===== config.mk =====
export PLATFORM = sky130hd
export DESIGN_NAME = dbus_access_ctrl
export DESIGN_NICKNAME = d
export VERILOG_FILES = /design/src/rtl/dbus_access_ctrl.sv
export SDC_FILE = /design/constraint.sdc
export NUM_CORES = 1
export LEC_CHECK = 0
export CORE_MARGIN = 4
export CORE_UTILIZATION = 37
export DETAILED_ROUTE_END_ITERATION = 10
export GPL_ROUTABILITY_DRIVEN = 0
export HOLD_SLACK_MARGIN = 0.02
export PLACE_DENSITY = 0.77
export SYNTH_ARGS = -nofsm -noshare
export SYNTH_HDL_FRONTEND = slang
export SYNTH_SLANG_ARGS = --single-unit

===== constraint.sdc =====
create_clock -name i_clk -period 2.15 [get_ports i_clk]
set_input_delay 0.215 -clock i_clk [delete_from_list [all_inputs] [get_ports i_clk]]
set_output_delay 0.215 -clock i_clk [all_outputs]
set_load 0.05 [all_outputs]

===== src/rtl/dbus_access_ctrl.sv =====
// dbus_access_ctrl
//   Data-bus sequencer between the single-cycle core and the data RAM / MMIO
//   bus. Each lw/sw becomes a timed access; cpu_stall holds the core until the
//   access retires in DONE. The UART program loader shares the RAM port and
//   wins arbitration in IDLE.
//
//   Ports
//     i_clk, i_rst_n           clock (rising edge), async active-low reset
//     i_cpu_mem_read/write     lw / sw to RAM
//     i_cpu_io_read/write      lw / sw to MMIO
//     i_cpu_addr, i_cpu_wdata  byte address and store data from execute
//     o_cpu_stall              combinational hold for PC and regfile write
//     o_cpu_rdata, o_cpu_rvalid load data and its 1-cycle completion pulse
//     o_bus_err                1-cycle error pulse (multi-request or IO timeout)
//     i_ldr_wr, i_ldr_addr, i_ldr_wdata, o_ldr_ack   loader write port
//     o_ram_en, o_ram_we, o_ram_addr, o_ram_wdata, i_ram_rdata   RAM port
//     o_io_req, o_io_we, o_io_addr, o_io_wdata, i_io_rdata, i_io_ack  MMIO port
//     o_dbg_state              current FSM state
//
//   Handshakes: i_ldr_wr is held by the loader until o_ldr_ack pulses for one
//   cycle, which is the cycle the RAM write happens. o_io_req is held with
//   stable o_io_we/o_io_addr/o_io_wdata until i_io_ack is sampled high (the
//   transfer completes on that edge, i_io_rdata valid with it) or until
//   IO_TIMEOUT cycles pass; i_io_ack is ignored whenever o_io_req is low.
module dbus_access_ctrl #(
    parameter int RAM_AW     = 14,
    parameter int RAM_LAT    = 2,
    parameter int IO_TIMEOUT = 255
) (
    input  logic              i_clk,
    input  logic              i_rst_n,
    input  logic              i_cpu_mem_read,
    input  logic              i_cpu_mem_write,
    input  logic              i_cpu_io_read,
    input  logic              i_cpu_io_write,
    input  logic [31:0]       i_cpu_addr,
    input  logic [31:0]       i_cpu_wdata,
    output logic              o_cpu_stall,
    output logic [31:0]       o_cpu_rdata,
    output logic              o_cpu_rvalid,
    output logic              o_bus_err,
    input  logic              i_ldr_wr,
    input  logic [RAM_AW-1:0] i_ldr_addr,
    input  logic [31:0]       i_ldr_wdata,
    output logic              o_ldr_ack,
    output logic              o_ram_en,
    output logic              o_ram_we,
    output logic [RAM_AW-1:0] o_ram_addr,
    output logic [31:0]       o_ram_wdata,
    input  logic [31:0]       i_ram_rdata,
    output logic              o_io_req,
    output logic              o_io_we,
    output logic [9:0]        o_io_addr,
    output logic [31:0]       o_io_wdata,
    input  logic [31:0]       i_io_rdata,
    input  logic              i_io_ack,
    output logic [2:0]        o_dbg_state
);

    typedef enum logic [2:0] {
        S_IDLE   = 3'd0,
        S_LDR    = 3'd1,
        S_MEM_RD = 3'd2,
        S_MEM_WR = 3'd3,
        S_IO     = 3'd4,
        S_DONE   = 3'd5
    } state_t;

    localparam logic [7:0] LAT_M1 = 8'(RAM_LAT - 1);
    localparam logic [7:0] TO_M1  = 8'(IO_TIMEOUT - 1);

    state_t            r_state;
    logic [7:0]        r_cnt;
    logic              r_cpu_rvalid;
    logic              r_bus_err;
    logic              r_ldr_ack;
    logic [31:0]       r_cpu_rdata;
    logic              r_ram_en;
    logic              r_ram_we;
    logic [RAM_AW-1:0] r_ram_addr;
    logic [31:0]       r_ram_wdata;
    logic              r_io_req;
    logic              r_io_we;
    logic [9:0]        r_io_addr;
    logic [31:0]       r_io_wdata;

    logic [2:0]        w_req_cnt;
    logic              w_any_req;
    logic              w_multi_req;
    logic              w_unused_addr;

    assign w_req_cnt   = {2'b00, i_cpu_mem_read} + {2'b00, i_cpu_mem_write}
                       + {2'b00, i_cpu_io_read}  + {2'b00, i_cpu_io_write};
    assign w_any_req   = (w_req_cnt != 3'd0);
    assign w_multi_req = (w_req_cnt > 3'd1);

    // Address bits above the RAM window are not decoded here.
    assign w_unused_addr = &{1'b0, i_cpu_addr[31:RAM_AW+2]};

    // The core must freeze in the same cycle it presents a request, so the
    // IDLE term is combinational; DONE releases it so the instruction retires.
    assign o_cpu_stall = ((r_state == S_IDLE) && w_any_req)
                       || ((r_state != S_IDLE) && (r_state != S_DONE));

    always_ff @(posedge i_clk or negedge i_rst_n) begin
        if (!i_rst_n) begin
            r_state      <= S_IDLE;
            r_cnt        <= 8'd0;
            r_cpu_rvalid <= 1'b0;
            r_bus_err    <= 1'b0;
            r_ldr_ack    <= 1'b0;
            r_cpu_rdata  <= 32'h0;
            r_ram_en     <= 1'b0;
            r_ram_we     <= 1'b0;
            r_ram_addr   <= '0;
            r_ram_wdata  <= 32'h0;
            r_io_req     <= 1'b0;
            r_io_we      <= 1'b0;
            r_io_addr    <= 10'h0;
            r_io_wdata   <= 32'h0;
        end else begin
            // Pulse outputs are high for exactly one cycle after being set.
            r_cpu_rvalid <= 1'b0;
            r_bus_err    <= 1'b0;
            r_ldr_ack    <= 1'b0;
            case (r_state)
                S_IDLE: begin
                    if (i_ldr_wr) begin
                        r_ram_en    <= 1'b1;
                        r_ram_we    <= 1'b1;
                        r_ram_addr  <= i_ldr_addr;
                        r_ram_wdata <= i_ldr_wdata;
                        r_ldr_ack   <= 1'b1;
                        r_state     <= S_LDR;
                    end else if (w_multi_req) begin
                        r_bus_err <= 1'b1;
                        r_state   <= S_DONE;
                    end else if (i_cpu_mem_read) begin
                        r_ram_en   <= 1'b1;
                        r_ram_we   <= 1'b0;
                        r_ram_addr <= i_cpu_addr[RAM_AW+1:2];
                        r_cnt      <= LAT_M1;
                        r_state    <= S_MEM_RD;
                    end else if (i_cpu_mem_write) begin
                        r_ram_en    <= 1'b1;
                        r_ram_we    <= 1'b1;
                        r_ram_addr  <= i_cpu_addr[RAM_AW+1:2];
                        r_ram_wdata <= i_cpu_wdata;
                        r_state     <= S_MEM_WR;
                    end else if (i_cpu_io_read || i_cpu_io_write) begin
                        // The io_* registers are the latched address/data
                        // and stay stable for the whole handshake.
                        r_io_req   <= 1'b1;
                        r_io_we    <= i_cpu_io_write;
                        r_io_addr  <= i_cpu_addr[9:0];
                        r_io_wdata <= i_cpu_wdata;
                        r_cnt      <= TO_M1;
                        r_state    <= S_IO;
                    end
                end
                S_LDR: begin
                    r_ram_en <= 1'b0;
                    r_ram_we <= 1'b0;
                    r_state  <= S_IDLE;
                end
                S_MEM_WR: begin
                    r_ram_en <= 1'b0;
                    r_ram_we <= 1'b0;
                    r_state  <= S_DONE;
                end
                S_MEM_RD: begin
                    if (r_cnt == 8'd0) begin
                        r_cpu_rdata  <= i_ram_rdata;
                        r_cpu_rvalid <= 1'b1;
                        r_ram_en     <= 1'b0;
                        r_state      <= S_DONE;
                    end else begin
                        r_cnt <= r_cnt - 8'd1;
                    end
                end
                S_IO: begin
                    // Ack is checked first so an ack on the last allowed
                    // cycle still counts as success.
                    if (i_io_ack) begin
                        if (!r_io_we) begin
                            r_cpu_rdata <= i_io_rdata;
                        end
                        r_cpu_rvalid <= !r_io_we;
                        r_io_req     <= 1'b0;
                        r_state      <= S_DONE;
                    end else if (r_cnt == 8'd0) begin
                        r_cpu_rdata  <= 32'h0;
                        r_cpu_rvalid <= !r_io_we;
                        r_bus_err    <= 1'b1;
                        r_io_req     <= 1'b0;
                        r_state      <= S_DONE;
                    end else begin
                        r_cnt <= r_cnt - 8'd1;
                    end
                end
                S_DONE: begin
                    r_state <= S_IDLE;
                end
                default: begin
                    r_state <= S_IDLE;
                end
            endcase
        end
    end

    assign o_cpu_rdata  = r_cpu_rdata;
    assign o_cpu_rvalid = r_cpu_rvalid;
    assign o_bus_err    = r_bus_err;
    assign o_ldr_ack    = r_ldr_ack;
    assign o_ram_en     = r_ram_en;
    assign o_ram_we     = r_ram_we;
    assign o_ram_addr   = r_ram_addr;
    assign o_ram_wdata  = r_ram_wdata;
    assign o_io_req     = r_io_req;
    assign o_io_we      = r_io_we;
    assign o_io_addr    = r_io_addr;
    assign o_io_wdata   = r_io_wdata;
    assign o_dbg_state  = r_state;

endmodule

After elaboration in Yosys (flattened, before gate mapping)
Cells that the tools add are included.
{"block": "word_totals", "reg_bits": 138, "latchBits": 0, "mem_bits_rw": 0, "romBits": 0, "inputBits": 182, "output_inout_bits": 131, "wordCells": 125, "mem_count": 0}
{"block": "classes", "add_sub_neg": 4, "mul": 0, "n_div": 0, "order_cmp": 1, "eq_ne": 21, "n_shift": 0, "muxes": 56, "bitwise_logic": 4, "n_reduce_logical": 25}
{"cell": "$mux W32", "count": 8}
{"cell": "$pmux W32 S2", "count": 1}
{"cell": "$mux W14", "count": 4}
{"cell": "$mux W8", "count": 7}
{"cell": "$pmux W8 S3", "count": 1}
{"cell": "$mux W1", "count": 22}
{"cell": "$mux W3", "count": 7}
{"cell": "$ne A3 B3 Y1 const B", "count": 5}
{"cell": "$reduce_bool A3 Y1", "count": 5}
{"cell": "$ne A2 B2 Y1 const B", "count": 7}
{"cell": "$pmux W3 S4", "count": 1}
{"cell": "$reduce_and A4 Y1", "count": 3}
{"cell": "$reduce_and A6 Y1", "count": 2}
{"cell": "$logic_not A8 Y1", "count": 1}
{"cell": "$pmux W1 S2", "count": 4}
{"cell": "$reduce_bool A2 Y1", "count": 4}
{"cell": "$sub A8 B1 Y8 const B", "count": 1}
{"cell": "$reduce_and A7 Y1", "count": 1}
{"cell": "$eq A3 B2 Y1 const B", "count": 2}
{"cell": "$ne A6 B5 Y1 const B", "count": 1}
{"cell": "$reduce_and A3 Y1", "count": 2}
{"cell": "$ne A2 B1 Y1 const B", "count": 2}
{"cell": "$ne A4 B4 Y1 const B", "count": 1}
{"cell": "$not A1 Y1", "count": 4}
{"cell": "other kinds (13)", "count": 15}

Logic depth before layout (Yosys ltp)
Gate-level depths: netlist of run 1.
{"block": "depth", "word_depth": 7, "depth_mapped": 12, "mapped_depth_nobuf": 11}

Worst setup path before layout of run 1
OpenSTA, ideal clock, no wires.
{"block": "synth_timing", "path_kind": "input port to flip-flop", "from": "in i_cpu_mem_read", "to": "reg r_io_addr[0] (netlist: o_io_addr[0])", "setup_time_ns": 0.125, "t_arrival_ns": 2.470, "t_required_ns": 2.025, "path_slack_ns": -0.445, "cell_stages": 11, "path_buffers": 1, "cell_sequence": "inv_1 fa_1 inv_1 ha_1 inv_1 ha_1 nor2b_1 nand3_1 nor2_1 buf_2 mux2_2"}
{"block": "synth_between", "elab_chain_cells": 6, "elab_cells_between_ends": 7, "classes_between": "3 x add/sub; 1 x order compare; 2 x bitwise; 1 x reduce/logical"}
{"item": "from (decl)", "line_no": "32", "text": "input logic i_cpu_mem_read,"}
{"item": "$add A1 B1 Y2", "line_no": "92", "text": "assign w_req_cnt = {2'b00, i_cpu_mem_read} + {2'b00, i_cpu_mem_write}"}
{"item": "$add A2 B1 Y3", "line_no": "93", "text": "+ {2'b00, i_cpu_io_read} + {2'b00, i_cpu_io_write};"}
{"item": "$add A3 B1 Y3", "line_no": "93"}
{"item": "$gt A3 B1 Y1", "line_no": "95", "text": "assign w_multi_req = (w_req_cnt > 3'd1);"}
{"item": "$not A1 Y1 (no source line)"}
{"item": "$reduce_and A6 Y1 (no source line) (*)"}
{"item": "to (signal assigned)", "line_no": "155", "text": "r_io_addr <= i_cpu_addr[9:0];"}
{"item": "to (decl)", "line_no": "84", "text": "logic [9:0] r_io_addr;"}
Mark *: on every way between the ends. The rest lies on a longest branch, timed or not.
A chain may end at the register's enable or synchronous reset.

Worst setup path after layout of run 1
{"block": "layout_timing", "from": "in i_cpu_io_write", "to": "out o_cpu_stall"}
{"block": "layout_between", "elab_chain_cells": 4}
{"item": "from (decl)", "line_no": "35", "text": "input logic i_cpu_io_write,"}
{"item": "$add A3 B1 Y3", "line_no": "93"}
{"item": "$reduce_bool A3 Y1", "line_no": "94", "text": "assign w_any_req = (w_req_cnt != 3'd0);"}
{"item": "$logic_and A1 B1 Y1", "line_no": "102", "text": "assign o_cpu_stall = ((r_state == S_IDLE) && w_any_req)"}
{"item": "$logic_or A1 B1 Y1", "line_no": "103", "text": "|| ((r_state != S_IDLE) && (r_state != S_DONE));"}
{"item": "to (decl)", "line_no": "38", "text": "output logic o_cpu_stall,"}
Every way passes these cells.

==> results of run 1 <==
## per-stage QoR
step                      cell area, µm²  setup slack, ps  TNS [ps]  instances  hold WS (ps)
final                              10700             -195      -195       1196          77.6
after global placement             10000             -694    -64600       1161           224
after detailed placement           10000             -704    -66680       1161           228
after CTS                          10600             -271      -271       1194          82.7
after floorplan                     6650            -98.3     -6170        646         -80.6
after global routing               10700             -237      -237       1196          71.2
## registers in the layout (all words and copies together), names as in the netlist
signal	cells
o_io_addr	10
o_bus_err	1
o_ram_en	1
o_io_req	1
o_ram_wdata	32
o_ldr_ack	1
r_cnt	8
o_cpu_rvalid	1
o_io_we	1
o_ram_addr	14
o_cpu_rdata	32
o_io_wdata	32
o_dbg_state	3
o_ram_we	1
## worst max path at each step
stage                              start              to  cells past startpoint
after floorplan           i_cpu_mem_read    o_io_addr[0]                     11
after global placement    i_cpu_mem_read     o_cpu_stall                     11
after detailed placement  i_cpu_mem_read  o_io_wdata[12]                     12
after CTS                 i_cpu_mem_read     o_cpu_stall                     11
after global routing      i_cpu_io_write     o_cpu_stall                     11
final                     i_cpu_io_write     o_cpu_stall                     11
## cell usage in the layout (no fill, tap or decap), types with 4 or more instances in the layout
cell type        instances
clkdlybuf4s50_1        288
dfrtp_1                138
nand2_1                116
o21ai_0                 62
mux2i_1                 47
nor2_1                  46
mux2_2                  42
a21oi_1                 40
buf_4                   34
o21ai_2                 29
clkbuf_16               17
inv_1                   13
buf_12                   7
nor3_1                   5
ha_1                     5
clkinvlp_4               4
a21o_1                   4
a31oi_1                  4
o21ai_1                  4
## where the power goes
| group | leakage, nW | total [mW] | switching [mW] | internal (mW) |
|---|---|---|---|---|
| clock network | 0.272 | 2.84 | 1.14 | 1.71 |
| registers | 1.72 | 4.57 | 0.735 | 3.84 |
| logic | 2.73 | 9.99 | 6.48 | 3.50 |
## logic make-up (layout without fill, tap and decap cells)
logic type | after synthesis | count (layout) | synth area share [%]
fa+ha+maj | 8 | 8 | 1.63
buf+inv | 59 | 384 | 4.29
flops | 138 | 138 | 52.4
compound gates | 165 | 165 | 15.4
simple gates | 187 | 187 | 11.9
mux | 89 | 89 | 14.3
## repair_timing
action	CTS	global route
endpoints found under the setup margin	101	4
gates cloned	0	0
pin swaps	2	2
endpoints found under the hold margin	56	0
gates resized for setup	21	7
buffers inserted	2	2
hold buffers	1	0
## worst max-delay path: cells and delay by family
kind	cells	cell delay (ps)
adder cells (fa/ha/maj)	3	900
buffers and inverters	5	380
AO/OA/AOI/OAI	1	140
AND/OR/NAND/NOR	2	480
## routing by layer
metal	wire [µm]	vias up	GRT usage (%)
met5	0	-	0
met1	8010	2722	23.3
met3	1140	24	4.85
met4	400	0	6.01
li1	-	2858	-
met2	10600	181	35.8
## area by class of cell
class / instances / area (µm²) / share of cell area, %
clock buffers: 17 / 425 / 3.99
clock inverters: 13 / 145 / 1.36
inverters: 17 / 70.1 / 0.657
multi-input cells: 449 / 2910 / 27.3
flip-flops and latches: 138 / 3450 / 32.4
well taps: 225 / 282 / 2.64
repair buffers: 337 / 3380 / 31.7
==> summary.txt, run 1 <==
Synth
  • Mapped Avg Cell Area: 10.2 µm²
  • Top-count cell post-synth: dfrtp_1
  • Synthesized area: 6590 µm²
  • Netlist cell types: 44
  • Fraction of registers with async set/reset: 100%
  • Synth area leader: dfrtp_1
  • Synth Register Bits: 138
  • Sequential fraction of the synthesis area: 52.4%
  • Mapped Nets: 836
  • Prevailing post-synth register cell: dfrtp_1
  • Yosys top cell area share: 52.4%
  • Synth area leaders: dfrtp_1, mux2_2, mux2i_1
  • EDFF count, synth: 0
  • Commonest cells post-synth: dfrtp_1, nand2_1, o21ai_0
  • Syn. warnings: 0
  • Synth Instances: 646

Worst setup path
  • CP Launch Type: input port
  • CP max FO: 2
  • Cell mode on critical path: buf_8
  • Critical Path, Cell by Cell: buf_8 -> inv_4 -> fa_1 -> inv_1 -> ha_2 -> inv_2 -> ha_4 -> or4_4 -> o21ai_2 -> nand2_2 -> buf_8
  • Data required time at the worst endpoint: 1930 ps
  • CP Capture Type: output port
  • CP peak stage delay: 530 ps
  • Flop-to-flop setup slack: 200 ps
  • Reg2reg path depth: 6
  • Worst r2r dst: o_cpu_rdata[11]
  • Worst r2r src: r_cnt[5]
  • Crit path DAT: 2130 ps
  • Critical path class: in -> out
  • Slowest CP cell: fa_1

Timing
  • Max-slew violations: 0
  • Final setup fails: 1
  • Fmax: 0.427 GHz
  • Clock Skews: 8.92 ps
  • Slew of the pin with the lowest slew margin: 600 ps
  • Fin worst setup slack: -195 ps
  • Hold Fails Final Rpt: 0
  • Period utilisation layout: 109%
  • Final critical path time including I/O delays and setup: 2340 ps
  • Max-slew headroom: 59.9%
  • RSZ-0062 raised after global routing: yes

Clocking
  • Longest Clk Path Bufs: 2
  • TritonCTS Buffers: 17
  • Clock Sinks: 138
  • Clk Latency, worst-skew pair: 410 ps
  • Worst-path clk slew: 60 ps
  • CTS tree: yes
  • H-tree Lvls: 4
  • Root buffer cell: clkbuf_16

Min path
  • Hold Path End: o_io_we
  • Hold path cells: 3
  • Hold WC Path Type: in -> reg
  • Hold Path Origin: i_cpu_io_write

Finish
  • Antenna diodes: 0
  • Layout cells sized above 1: 17.0%
  • Post-layout nets: 1150
  • Post-layout util: 61.5%
  • Fillers: 1428
  • P&R area growth vs syn: 62.0%

Pwr
  • Pwr/cell area: 1630 nW/µm²
  • Max IR drop VDD: 0.980 mV
  • Final Power: 17.4 mW
  • Leak Pwr: 4.72 nW

Floorplan
  • Top Ports: 313
  • Row cnt: 48
  • Core Area: 17400 µm²
  • Die width: 141 µm
  • DIE HEIGHT: 141 µm
  • Die Area: 20000 µm²
  • Initial Utilization: 37.9%

Drt
  • DRC viols: 0
  • WL final: 20.2 mm
  • 1st-iter DRT viols: 346
  • WL per Instance: 16.9 µm
  • Drt pass-1 iters: 4
  • DR vias: 5785
  • Routed Antenna Nets: 0
  • Vias per Instance: 4.84

Outcome
  • Status: complete, but fails checks
  • Violated checks: negative setup slack

Placed design
  • Number of buffers added on ports: 296
  • Post-detail-place hpwl: 15.2 mm

Global routing
  • Vias in the first global route: 5987
  • Aggregate global-route resource usage: 19.8%
  • Initial antenna violation count: 0
  • Largest net degree at the start of global routing: 65
  • First-pass GRT wire length: 31.5 mm
  • Remaining global-route overflow: 0

Run
  • Max-cap violations: 0
No activity file was read; power rests on OpenSTA's default activity.
==> run 2: changes to the inputs <==
Settings changed: CORE_UTILIZATION 37 to 38, CTS_BUF_LIST from default to sky130_fd_sc_hd__clkbuf_8, PLACE_DENSITY 0.77 to 0.78.
==> summary.txt, run 2 (synthesized netlist as in run 1, its figures left out) <==
Drt
  • 1st-iter DRT viols: 358
  • WL final: 20.3 mm
  • WL per Instance: 17.1 µm
  • Routed Antenna Nets: 0
  • DRC viols: 0
  • Vias per Instance: 4.87
  • Drt pass-1 iters: 4
  • DR vias: 5782

Pwr
  • Clock power share: 11.6%
  • Sequential group share of total power: 27.7%
  • Comb power frac: 60.6%
  • Sw power: 8.30 mW
  • Internal Power: 8.14 mW
  • Pwr/cell area: 1580 nW/µm²
  • Leak Pwr: 4.58 nW
  • Max IR drop VDD: 0.971 mV
  • Switching share of power: 50.5%

Finish
  • Most frequent cells in the layout: clkdlybuf4s50_1, dfrtp_1, nand2_1
  • Layout cells sized above 1: 16.6%
  • Post-layout nets: 1145
  • Antenna diodes: 0
  • Most common library cell in the layout ignoring fill and taps: clkdlybuf4s50_1
  • Design Area, Final: 10400 µm²
  • Fin cells: 1188
  • Post-layout util: 62.0%
  • Fillers: 1390
  • P&R area growth vs syn: 57.9%

Min path
  • Hold path cells: 3
  • Hold WC Path Type: in -> reg
  • Hold Path End: o_io_we
  • Hold Path Origin: i_cpu_io_write

Worst setup path
  • CP Launch Type: input port
  • Flop-to-flop setup slack: 180 ps
  • CP max FO: 2
  • Worst r2r dst: o_cpu_rdata[11]
  • Critical path class: in -> out
  • Worst r2r src: r_cnt[3]
  • CP Capture Type: output port
  • Reg2reg path depth: 6
  • Crit path DAT: 2120 ps
  • Data required time at the worst endpoint: 1930 ps

Timing
  • Hold slack final: 43.0 ps
  • Max-slew headroom: 62.2%
  • Hold Fails Final Rpt: 0
  • Clock Skews: 8.22 ps
  • Slew of the pin with the lowest slew margin: 565 ps
  • Fin worst setup slack: -184 ps
  • Fmax: 0.428 GHz
  • RSZ-0062 raised after global routing: yes
  • Final setup fails: 1
  • Period utilisation layout: 109%
  • Max-slew violations: 0
  • Final critical path time including I/O delays and setup: 2330 ps

Clocking
  • CTS tree: yes
  • H-tree Lvls: 4
  • Clock Sinks: 138
  • Root buffer cell: clkbuf_8
  • Longest Clk Path Bufs: 2
  • Worst-path clk slew: 80 ps
  • TritonCTS Buffers: 17
  • Clk Latency, worst-skew pair: 450 ps

Global routing
  • Initial antenna violation count: 0
  • Vias in the first global route: 5667
  • Largest net degree at the start of global routing: 67
  • First-pass GRT wire length: 31.9 mm
  • Remaining global-route overflow: 0
  • Aggregate global-route resource usage: 20.6%

Run
  • Max-cap violations: 0

Floorplan
  • Core Area: 16800 µm²
  • Die width: 140 µm
  • Die Area: 19500 µm²
  • Initial Utilization: 39.3%
  • DIE HEIGHT: 140 µm
  • Top Ports: 313
  • Row cnt: 47

Placed design
  • DP Cell Count: 1150
  • Post-detail-place hpwl: 15.2 mm
  • Number of buffers added on ports: 296
  • Dpl cell area: 9970 µm²

Outcome
  • Violated checks: negative setup slack
  • Status: complete, but fails checks
==> run 2: how the worst max path moves through the flow <==
stage                        start           end  slack (ps)  cells after the start
floorplan           i_cpu_mem_read  o_io_addr[0]        -100                     11
global placement    i_cpu_mem_read  o_io_addr[9]        -750                     12
detailed placement  i_cpu_mem_read  o_io_addr[2]        -820                     12
CTS                 i_cpu_mem_read   o_cpu_stall        -260                     11
global route        i_cpu_mem_read   o_cpu_stall        -270                     11
finish              i_cpu_mem_read   o_cpu_stall        -180                     11
==> run 2: worst max-delay path: stages <==
cell	delay, ps
buf_8	80
clkinvlp_4	80
fa_1	490
inv_1	40
ha_2	170
inv_2	70
ha_4	190
or4_4	410
o21ai_2	140
nand2_2	70
buf_8	150
==> run 2: cell type report <==
class	instances	area, µm²	area share (%)
Timing Repair Buffer	332	3340	32.1
Clock buffer	18	248	2.38
Tap cell	220	275	2.65
Clock inverter	14	101	0.975
Multi-Input combinational cell	449	2910	28.0
Inverter	17	67.6	0.650
Sequential cell	138	3450	33.2
==> run 2: repair_timing <==
| item | 4_1_cts | 5_1_grt |
|---|---|---|
| resized for setup | 24 | 3 |
| pin swaps | 3 | 3 |
| hold endpoints to repair | 50 | 0 |
| hold buffers | 1 | 0 |
| buffers inserted | 3 | 2 |
| endpoints found under the setup margin | 103 | 8 |
| cloned | 0 | 0 |
==> run 2: stage by stage <==
stage / power [mW] / setup TNS (ps) / setup slack (ps)
after floorplan: 10.9 / -6170 / -98.3
after global placement: 14.4 / -67450 / -754
after detailed placement: 14.6 / -71850 / -820
after CTS: 16.6 / -264 / -264
after global routing: 17.3 / -268 / -268
final: 16.4 / -184 / -184
==> run 2: power groups by stage <==
stage	Sequential (mW)	Combinational, mW	Clock, mW
after floorplan	8.60	2.34	0
after global placement	4.56	9.88	0
after detailed placement	4.61	9.99	0
after CTS	4.57	10.0	1.97
after global routing	4.73	10.5	2.10
final	4.56	9.97	1.92
==> run 2: routing by layer <==
layer  GRT usage [%]  vias to the layer above  share of wire, %
li1                -                     2856                 -
met1            25.2                     2726                40
met2            36.7                      175                53
met3            4.49                       25               4.8
met4            6.07                        0               1.8
met5               0                        -                 0
